### config.mk
export PLATFORM = sky130hd
export DESIGN_NAME = alarm_unit
export DESIGN_NICKNAME = d
export VERILOG_FILES = /design/src/rtl/alarm_unit.sv
export SDC_FILE = /design/constraint.sdc
export NUM_CORES = 1
export LEC_CHECK = 0
export ABC_AREA = 1
export CAP_MARGIN = 30
export CORE_UTILIZATION = 48
export DETAILED_ROUTE_END_ITERATION = 8
export PLACE_DENSITY_LB_ADDON = 0.08
export SYNTH_ARGS = -nofsm -noshare
export SYNTH_HDL_FRONTEND = slang
export SYNTH_SLANG_ARGS = --single-unit
### constraint.sdc
create_clock -name clk -period 3.63 [get_ports clk]
set_input_delay 0.726 -clock clk [delete_from_list [all_inputs] [get_ports clk]]
set_output_delay 0.726 -clock clk [all_outputs]
set_load 0.02 [all_outputs]
### src/rtl/alarm_unit.sv
// Alarm controller fed by a 12-hour BCD time counter: stores an alarm time,
// rings on the match edge, and handles snooze. Optional auto-silence: ALARM_AUTO_SILENCE_EN.
//
// state   | meaning
// IDLE    | disarmed, alarm time may be set
// ARMED   | waiting for a rising match of time vs alarm
// RINGING | ring asserted until snooze or disarm (or auto-silence)
// SNOOZE  | counting 300 ena ticks before ringing again
module alarm_unit (
   input  logic       clk,
   input  logic       reset,
   input  logic       ena,
   input  logic [7:0] hh,
   input  logic [7:0] mm,
   input  logic [7:0] ss,
   input  logic       pm,
   input  logic       set_valid,
   input  logic [7:0] set_hh,
   input  logic [7:0] set_mm,
   input  logic       set_pm,
   output logic       set_ready,
   input  logic       arm,
   input  logic       disarm,
   input  logic       snooze,
   output logic       ring,
   output logic       armed,
   output logic       snoozing,
   output logic       set_err,
   output logic [1:0] snooze_left,
   output logic [7:0] alarm_hh,
   output logic [7:0] alarm_mm,
   output logic       alarm_pm
);

   typedef enum logic [1:0] {IDLE, ARMED, RINGING, SNOOZE} state_t;

   state_t     state;
   state_t     state_nxt;
   logic       match;
   logic       match_d;
   logic [8:0] snz_tmr;
   logic       xfer;
   logic       set_ok;
   logic       hh_ok;
   logic       mm_ok;
   logic       snooze_go;
   logic       snooze_done;
   logic       silence;
`ifdef ALARM_AUTO_SILENCE_EN
   logic [5:0] sil_cnt;
`endif

   assign match = ({pm, hh, mm, ss} == {alarm_pm, alarm_hh, alarm_mm, 8'h00});
   assign xfer  = set_valid && set_ready;

   // Hours 01..12 and minutes 00..59, both as legal packed BCD.
   assign hh_ok  = (set_hh == 8'h10) || (set_hh == 8'h11) || (set_hh == 8'h12) ||
                   ((set_hh[7:4] == 4'd0) && (set_hh[3:0] >= 4'd1) && (set_hh[3:0] <= 4'd9));
   assign mm_ok  = (set_mm[7:4] <= 4'd5) && (set_mm[3:0] <= 4'd9);
   assign set_ok = hh_ok && mm_ok;

   assign snooze_go   = (state == RINGING) && snooze && (snooze_left != 2'd0);
   assign snooze_done = (state == SNOOZE) && ena && (snz_tmr == 9'd1);
`ifdef ALARM_AUTO_SILENCE_EN
   assign silence = (state == RINGING) && ena && (sil_cnt == 6'd59);
`else
   assign silence = 1'b0;
`endif

   always_comb begin
      state_nxt = state;
      if (disarm) begin
         state_nxt = IDLE;
      end else begin
         case (state)
            IDLE:    if (arm) state_nxt = ARMED;
            ARMED:   if (match && !match_d) state_nxt = RINGING;
            RINGING: begin
               if (snooze_go)    state_nxt = SNOOZE;
               else if (silence) state_nxt = ARMED;
            end
            SNOOZE:  if (snooze_done) state_nxt = RINGING;
            default: state_nxt = IDLE;
         endcase
      end
   end

   always_ff @(posedge clk or posedge reset) begin
      if (reset) begin
         state       <= IDLE;
         ring        <= 1'b0;
         armed       <= 1'b0;
         snoozing    <= 1'b0;
         set_err     <= 1'b0;
         set_ready   <= 1'b1;
         snooze_left <= 2'd3;
         snz_tmr     <= 9'd0;
         match_d     <= 1'b0;
         alarm_hh    <= 8'h12;
         alarm_mm    <= 8'h00;
         alarm_pm    <= 1'b0;
`ifdef ALARM_AUTO_SILENCE_EN
         sil_cnt     <= 6'd0;
`endif
      end else begin
         state     <= state_nxt;
         ring      <= (state_nxt == RINGING);
         armed     <= (state_nxt != IDLE);
         snoozing  <= (state_nxt == SNOOZE);
         set_ready <= (state_nxt == IDLE) || (state_nxt == ARMED);
         match_d   <= match;
         set_err   <= xfer && !set_ok;

         if (xfer && set_ok) begin
            alarm_hh <= set_hh;
            alarm_mm <= set_mm;
            alarm_pm <= set_pm;
         end

         if (disarm || silence)
            snooze_left <= 2'd3;
         else if (snooze_go)
            snooze_left <= snooze_left - 2'd1;

         if (disarm)
            snz_tmr <= 9'd0;
         else if (snooze_go)
            snz_tmr <= 9'd300;
         else if ((state == SNOOZE) && ena && (snz_tmr != 9'd0))
            snz_tmr <= snz_tmr - 9'd1;

`ifdef ALARM_AUTO_SILENCE_EN
         if ((state_nxt == RINGING) && (state != RINGING))
            sil_cnt <= 6'd0;
         else if ((state == RINGING) && ena)
            sil_cnt <= sil_cnt + 6'd1;
`endif
      end
   end

endmodule

======== After elaboration in Yosys (flattened, before gate mapping) ========
Index checks and enable logic that the tools add are counted.
cells by class
  multiplexer cells ....................... 11
  magnitude comparators ................... 4
  add/sub/neg operators ................... 2
  reduce and logical (&&, ||, !) cells .... 27
  equality and inequality tests ........... 11
operator list
  operator                                                           number
  2-to-1 mux 9 bit                                                   3
  == test 25 bit                                                     1
  == test 8 x 5 -> 1 bit, second input constant                      3
  2-to-1 mux 2 bit                                                   7
  logical AND 1 bit                                                  13
  == test 9 x 1 -> 1 bit, second input constant                      1
  nonzero test 9 bit                                                 1
  subtractor 9 x 1 -> 9 bit, second input constant                   1
  == test 2 bit, second input constant                               4
  <= comparator 4 bit, second input constant                         2
  case mux 2 bit (4 select lines)                                    1
  nonzero test 2 bit                                                 3
  == test 2 x 1 -> 1 bit, second input constant                      2
  greater-or-equal comparator 4 x 1 -> 1 bit, second input constant  1
  <= comparator 4 x 3 -> 1 bit, second input constant                1
  zero test 2 bit                                                    2
  zero test 4 bit                                                    1
  logical OR 1 bit                                                   4
  nonzero test 3 bit                                                 1
  zero test 1 bit                                                    2
  subtractor 2 x 1 -> 2 bit, second input constant                   1
storage, ports and cells
  flip-flop bits (word level) ............. 36
  output and inout port bits .............. 24
  word-level logic and storage cells ...... 67
  input bits .............................. 49

======== Logic depth before layout (Yosys ltp) ========
Gate-level depths: netlist (run 1).
  depth in word-level cells ............... 8
  mapped depth ............................ 10
  mapped depth without buffers ............ 10

======== Worst setup path before layout (run 1) ========
Ideal clock, no wire load.
  kind .................................... input port to flip-flop
  from .................................... input set_hh[4]
  to ...................................... register alarm_mm[1]
  stages on the path ...................... 8
  required time ........................... 3.513 ns
  path buffers ............................ 1
  arrival time ............................ 1.711 ns
  library setup time ...................... 0.117 ns
  setup slack ............................. 1.802 ns
  cells stage by stage .................... or2_1 o21ai_2 nand3_2 a31oi_4 nand2_4 buf_6 nand2_1 nand2_1
on the way
  longest elaborated chain between the ends .. 6
  elaborated cells on any way between the ends .. 11
  classes of those cells .................. eq/ne (3); reduce/logical (8)
ends and longest elaborated chain
  what                                                                        line    source
  start: declaration                                                          18      input logic [7:0] set_hh,
  == test 8 x 5 -> 1 bit / zero test 4 bit (equally long branches)            57, 58
  logical OR 1 bit / logical AND 1 bit (equally long branches) (2 in series)  57, 58
  logical OR 1 bit (*)                                                        57      assign hh_ok = (set_hh == 8'h10) || (set_hh == 8'h11) || (set_hh == 8'h12) ||
  logical AND 1 bit (*)                                                       60      assign set_ok = hh_ok && mm_ok;
  logical AND 1 bit (*)                                                       114     if (xfer && set_ok) begin
  end signal: assignment                                                      116     alarm_mm <= set_mm;
  end: declaration                                                            31      output logic [7:0] alarm_mm,
Every way passes the cells marked *; elsewhere a longest branch is shown, timed or not.
A chain may end at the register's enable or synchronous reset.

======== Worst setup path after layout (run 1) ========
  from .................................... input set_hh[4]
  to ...................................... register alarm_hh[3]
on the way
  longest elaborated chain between the ends .. 6
  elaborated cells on any way between the ends .. 11
  classes of those cells .................. eq/ne (3); reduce/logical (8)
ends and longest elaborated chain
  what                                                                        line    source
  == test 8 x 5 -> 1 bit / zero test 4 bit (equally long branches)            57, 58
  logical OR 1 bit / logical AND 1 bit (equally long branches) (2 in series)  57, 58
  logical OR 1 bit (*)                                                        57
  logical AND 1 bit (*)                                                       60
  logical AND 1 bit (*)                                                       114
  end signal: assignment                                                      115     alarm_hh <= set_hh;
  end: declaration                                                            30      output logic [7:0] alarm_hh,
Marks and branches as above.

==> results of run 1 <==
==> layer usage <==
layer  vias to the layer above  global-route usage, %  wire length (um)
met1                       873                  32.90              2313
met4                         0                  6.383                51
li1                       1009                      -                 -
met3                         5                  6.757               343
met5                         -                      0                 0
met2                        62                  36.63              2079
==> cell type report <==
type	count	share of cell area [%]
clock buffer	7	3.309
inverter	48	6.188
multi-input combinational	190	32.19
sequential	36	31.16
tap	50	2.149
timing repair buffer	73	25.01
==> layout by cell type (no fill, tap or decap), types with 7 or more instances in the layout <==
master / count
inv_1: 47
dfrtp_1: 31
clkdlybuf4s50_1: 72
a21oi_1: 8
nand3_1: 16
clkbuf_8: 7
nor2_1: 37
nand2_1: 79
o21ai_0: 14
==> state kept, by name, indices dropped and copies added (netlist names), 2 cells and up <==
| register | count |
|---|---|
| state | 2 |
| snooze_left | 2 |
| alarm_mm | 8 |
| alarm_hh | 8 |
| snz_tmr | 9 |
==> worst min-delay path by stage <==
stage,startpoint,end,slack (ns),depth (start not counted)
3_3_place_gp,alarm_hh[4],alarm_hh[4],0.47,2
6_report,alarm_hh[4],alarm_hh[4],0.49,2
5_1_grt,alarm_hh[4],alarm_hh[4],0.53,2
3_5_place_dp,alarm_hh[4],alarm_hh[4],0.47,2
2_1_floorplan,snz_tmr[7],snz_tmr[7],0.50,2
4_1_cts,alarm_hh[4],alarm_hh[4],0.49,2
==> through the flow <==
step	worst slack [ns]	utilization, %	cell area [um2]
6_report	1.321	71.75	2912
5_1_grt	1.184	71.75	2912
4_1_cts	1.326	71.75	2912
3_5_place_dp	1.057	69.38	2815
3_3_place_gp	1.123	69.38	2815
2_1_floorplan	1.802	-	2051
==> worst reg2reg max path: stages (launching register included) <==
cell and delay [ns]:
dfstp_2 0.54, inv_1 0.06, ha_1 0.19, nor2_1 0.08
and3_1 0.29, inv_1 0.19, a21oi_2 0.25, o21ai_0 0.11
o21ai_0 0.09
==> logic make-up (layout without fill, tap and decap cells) <==
kind of cell | after synthesis | after routing | share of synthesized area, %
and+or+nand+nor | 149 | 149 | 30.93
buffers and inverters | 52 | 128 | 10.07
DFF | 36 | 36 | 44.23
AOI/OAI and AO/OA | 30 | 30 | 9.336
xor gates and xnor gates | 7 | 7 | 2.990
adders and majority gates | 4 | 4 | 2.441
==> cells in the mapped netlist (all sizes together) <==
library cell | n | area share [%]
o21bai | 1 | 0.37
buf | 2 | 0.92
nor3b | 1 | 0.37
and2 | 1 | 0.31
ha | 4 | 2.4
nand2 | 80 | 15
nor3 | 2 | 0.49
a31oi | 2 | 1.6
dfrtp | 31 | 38
inv | 48 | 8.8
xor2 | 2 | 0.85
a21oi | 9 | 2.4
dfstp | 5 | 6.4
or2 | 3 | 0.92
nor2 | 38 | 7.3
nand4 | 5 | 1.5
a21boi | 1 | 0.37
and3 | 2 | 0.61
o31ai | 1 | 0.37
xnor2 | 5 | 2.1
nand3 | 17 | 4.4
o211ai | 1 | 0.37
clkbuf | 2 | 0.37
o21ai | 15 | 3.8
==> report_power, final <==
group	switching [mW]	total, mW	internal (mW)
sequential	0.0219	0.446	0.424
clock	0.140	0.309	0.169
combinational	0.0930	0.201	0.108
total	0.254	0.955	0.701
==> results.yml, run 1 <==
run_status:
  status: "finished clean"
sta:
  hold_slack_ns: 0.4877
  drv_slew: 0
  finClkSkew_ns: 0.008640
  setup_violations: 0
  worst_slew_pin_slew_ns: 0.4555
  fmax_ghz: 0.4330
  hold_viol: 0
  fin_crit_sh_pct: 63.62
  rsz0062_at_grt: "false"
  setup_tns_ns: 0
  period_needed_ns: 2.310
  maxSlewHeadroom_pct: 69.63
pwr:
  p_leak_nw: 1.500
  finalPower_uw: 955.3
  ir_drop_v: 0.0002069
  p_per_area_nw_per_um2: 328.1
global_route:
  antenna_found_initial: 0
  grt_overflow: 0
  grt_pass1_wl_mm: 7.900
  grt_pass1_vias: 1749
  grt_usage_pct: 23.88
  grt_max_degree: 37
yosys:
  syn_nets: 331
  syn_area_per_cell_um2: 7.377
  synthCells: 278
  seq_area_frac_synth_pct: 44.23
  yosysWarnings: 0
  synth.distinct_cells: 33
  ys_seq_elements: 36
  synthesis.area_um2: 2051
clocking:
  postCtsResizedCells: 0
  cts_max_level: 2
  cts_tree: "yes"
  cts_hold_buf: 0
  clk_pin_slew_worst_paths_ns: 0.07
  insertion_delay_ns: 0.29
  postCtsSetupBuffers: 0
  cts-root-buf: "clkbuf_8"
  clockBufferDepth: 2
  clock-sinks: 36
  cts_buffers: 5
critical_path:
  cp-end-kind: "flip-flop"
  crit_fanout: 18
  r2r-start: "snooze_left[0]"
  path_class: "in2reg"
  critical-path-top-delay-family: "simple AND/OR/NAND/NOR gates"
  reg2reg_to: "snz_tmr[5]"
  r2r_cells: 8
  path_cells: "clkdlybuf4s50_1 > or2_1 > o21ai_2 > nand3_2 > a31oi_4 > nand2_4 > nand2_1 > o21ai_0"
  critPathCapture: "alarm_hh[3]"
  cp_data_arrival_time_ns: 2.48
  r2r_slack_ns: 1.75
  cp_num_buf_inv: 1
  startpoint: "set_hh[4]"
  slowest_delay_ns: 0.44
  cp_slowest_cell: "clkdlybuf4s50_1"
  crit_cells: 8
  required_ns: 3.80
  worstSetupStartpointType: "input port"
cells_and_area:
  area_growth_pct: 41.98
  multi_input_area_um2: 937.1
  seq_area_um2: 907.1
  stdcell_count: 404
  drive_gt1_share_pct: 6.497
  fillers: 335
  n_antenna_cell: 0
  nNetsFinal: 407
drt:
  drtAntennaViolNets: 0
  wl_per_cell_um: 11.85
  drc: 0
  wl_mm: 4.787
  drt_first_pass_iters: 4
  via_count: 1949
  drtIter0Drc: 84
  vias_per_cell: 4.824
flow_run:
  maxCapViolCount: 0
floorplan:
  num_rows: 23
  initial_core_util_pct: 50.54
  ios: 73
  core_region_area_um2: 4058
  design.die.area_um2: 4538
  die_y_um: 67.37
  die-width_um: 67.37
placed_design:
  gp_congestion: 0.9358
  dpl.cell_count: 397
  io_buffers: 72
  dp_hpwl_mm: 3.537
hold_path:
  min_path_type: "reg2reg"
Power figures use the tool's default switching activity.
==> run 2, diff against run 1 <==
- CORE_UTILIZATION: 48 -> 41
- clock period: 3.63 -> 2.1 ns (I/O delays scaled with it)
==> results.yml, run 2 (synthesized netlist as in run 1, its figures left out) <==
placed_design:
  post-place-ws_ns: 0.1190
  io_buffers: 72
  dp_hpwl_mm: 3.753
  gp_congestion: 0.9003
global_route:
  grt_usage_pct: 20.37
  antenna_found_initial: 0
  grt_max_degree: 37
  grt_overflow: 0
  grt_pass1_wl_mm: 8.155
  grt_pass1_vias: 1806
drt:
  drtAntennaViolNets: 0
  drtIter0Drc: 124
  routed.top_layer: "met4"
  met3WireLength_um: 273
  drc: 0
  wl_met1_mm: 2.393
  vias_per_cell: 4.547
  drt_first_pass_iters: 4
  wl_mm: 4.893
  via_count: 1937
  wl_per_cell_um: 11.49
  wl_met2_mm: 2.110
hold_path:
  min_path_type: "reg2reg"
  hp-start: "alarm_hh[1]"
  whs_path_depth: 2
  holdPathEnd: "alarm_hh[1]"
critical_path:
  cp-end-kind: "primary output"
  r2r-start: "snooze_left[0]"
  cp_data_arrival_time_ns: 1.49
  slowest_delay_ns: 0.62
  required_ns: 1.68
  path_class: "reg2out"
  critical-path-top-delay-family: "buffers and inverters"
  cp_slowest_cell: "clkdlybuf4s50_1"
  startpoint: "alarm_hh[4]"
  crit_fanout: 4
  path_cells: "clkdlybuf4s50_1"
  reg2reg_to: "snz_tmr[5]"
  cp_num_buf_inv: 1
  worstSetupStartpointType: "flip-flop"
  r2r_slack_ns: 0.22
  r2r_cells: 8
  crit_cells: 1
cells_and_area:
  top_regs: "snz_tmr (9), alarm_hh (8), alarm_mm (8)"
  final_cell_mix: "nand2_1, clkdlybuf4s50_1, inv_1, nor2_1, dfrtp_1"
  fillers: 470
  mostFrequentLayoutCell: "nand2_1"
  nNetsFinal: 411
  largest_reg_flops: 9
  area_growth_pct: 44.66
  multi_input_area_um2: 937.1
  regMostFlops: "snz_tmr"
  seq_area_um2: 907.1
  n_antenna_cell: 0
  drive_gt1_share_pct: 7.521
clocking:
  cts_buffers: 5
  cts_max_level: 2
  clk_pin_slew_worst_paths_ns: 0.07
  insertion_delay_ns: 0.30
  cts_hold_buf: 0
  postCtsSetupBuffers: 0
  cts_tree: "yes"
  cts-root-buf: "clkbuf_8"
  postCtsResizedCells: 0
  clockBufferDepth: 2
  clock-sinks: 36
floorplan:
  core_region_area_um2: 4755
  initial_core_util_pct: 43.13
  die_y_um: 72.73
  num_rows: 25
  design.die.area_um2: 5289
  ios: 73
  die-width_um: 72.73
sta:
  finClkSkew_ns: 0.006840
  hold_viol: 0
  setup_tns_ns: 0
  hold_slack_ns: 0.4906
  rsz0062_at_grt: "false"
  setup_violations: 0
  fmax_ghz: 0.5236
  finalWorstSetupSlack_ns: 0.1902
  worst_slew_pin_slew_ns: 0.4537
  maxSlewHeadroom_pct: 69.76
  drv_slew: 0
  fin_crit_sh_pct: 90.94
  period_needed_ns: 1.910
pwr:
  p_per_area_nw_per_um2: 562.8
  p_leak_nw: 1.522
  ir_drop_v: 0.0003008
run_status:
  status: "finished clean"
flow_run:
  maxCapViolCount: 0
[run 2: cell types whose count changed in the layout (fill, tap and decap cells not counted), sizes merged]
cell / change
clkbuf: +1
buf: +4
[run 2: layout make-up]
type / instances / area share, %
multi-input cells: 190 / 31.59
well taps: 67 / 2.826
repair buffers: 77 / 25.56
clock buffers: 8 / 3.374
inverters: 48 / 6.073
flip-flops and latches: 36 / 30.58
[run 2: how the worst max path moves through the flow]
| stage | to | slack, ns |
|---|---|---|
| after global placement | alarm_hh[1] | 0.16 |
| after detailed placement | alarm_pm | 0.12 |
| after floorplan | snz_tmr[5] | 0.37 |
| after global routing | snz_tmr[5] | 0.07 |
| final | alarm_hh[4] | 0.19 |
| after CTS | alarm_hh[4] | 0.18 |
[run 2: layer usage]
| metal | vias to the layer above | global-route usage, % |
|---|---|---|
| li1 | 1015 | - |
| met1 | 867 | 27.71 |
| met2 | 46 | 30.94 |
| met3 | 9 | 4.834 |
| met4 | 0 | 8.932 |
| met5 | - | 0 |
[run 2: metrics by stage]
step,instances,power (mW),util [%],cell area [um2]
6_report,426,1.670,62.39,2967
5_1_grt,426,1.747,62.39,2967
3_3_place_gp,418,1.136,60.29,2867
4_1_cts,426,1.691,62.39,2967
2_1_floorplan,278,0.9329,-,2051
3_5_place_dp,418,1.139,60.29,2867
[run 2: report_power, final]
part	total [mW]	switching [mW]	internal (mW)
clock	0.546	0.247	0.299
combinational	0.351	0.163	0.189
sequential	0.772	0.0392	0.733
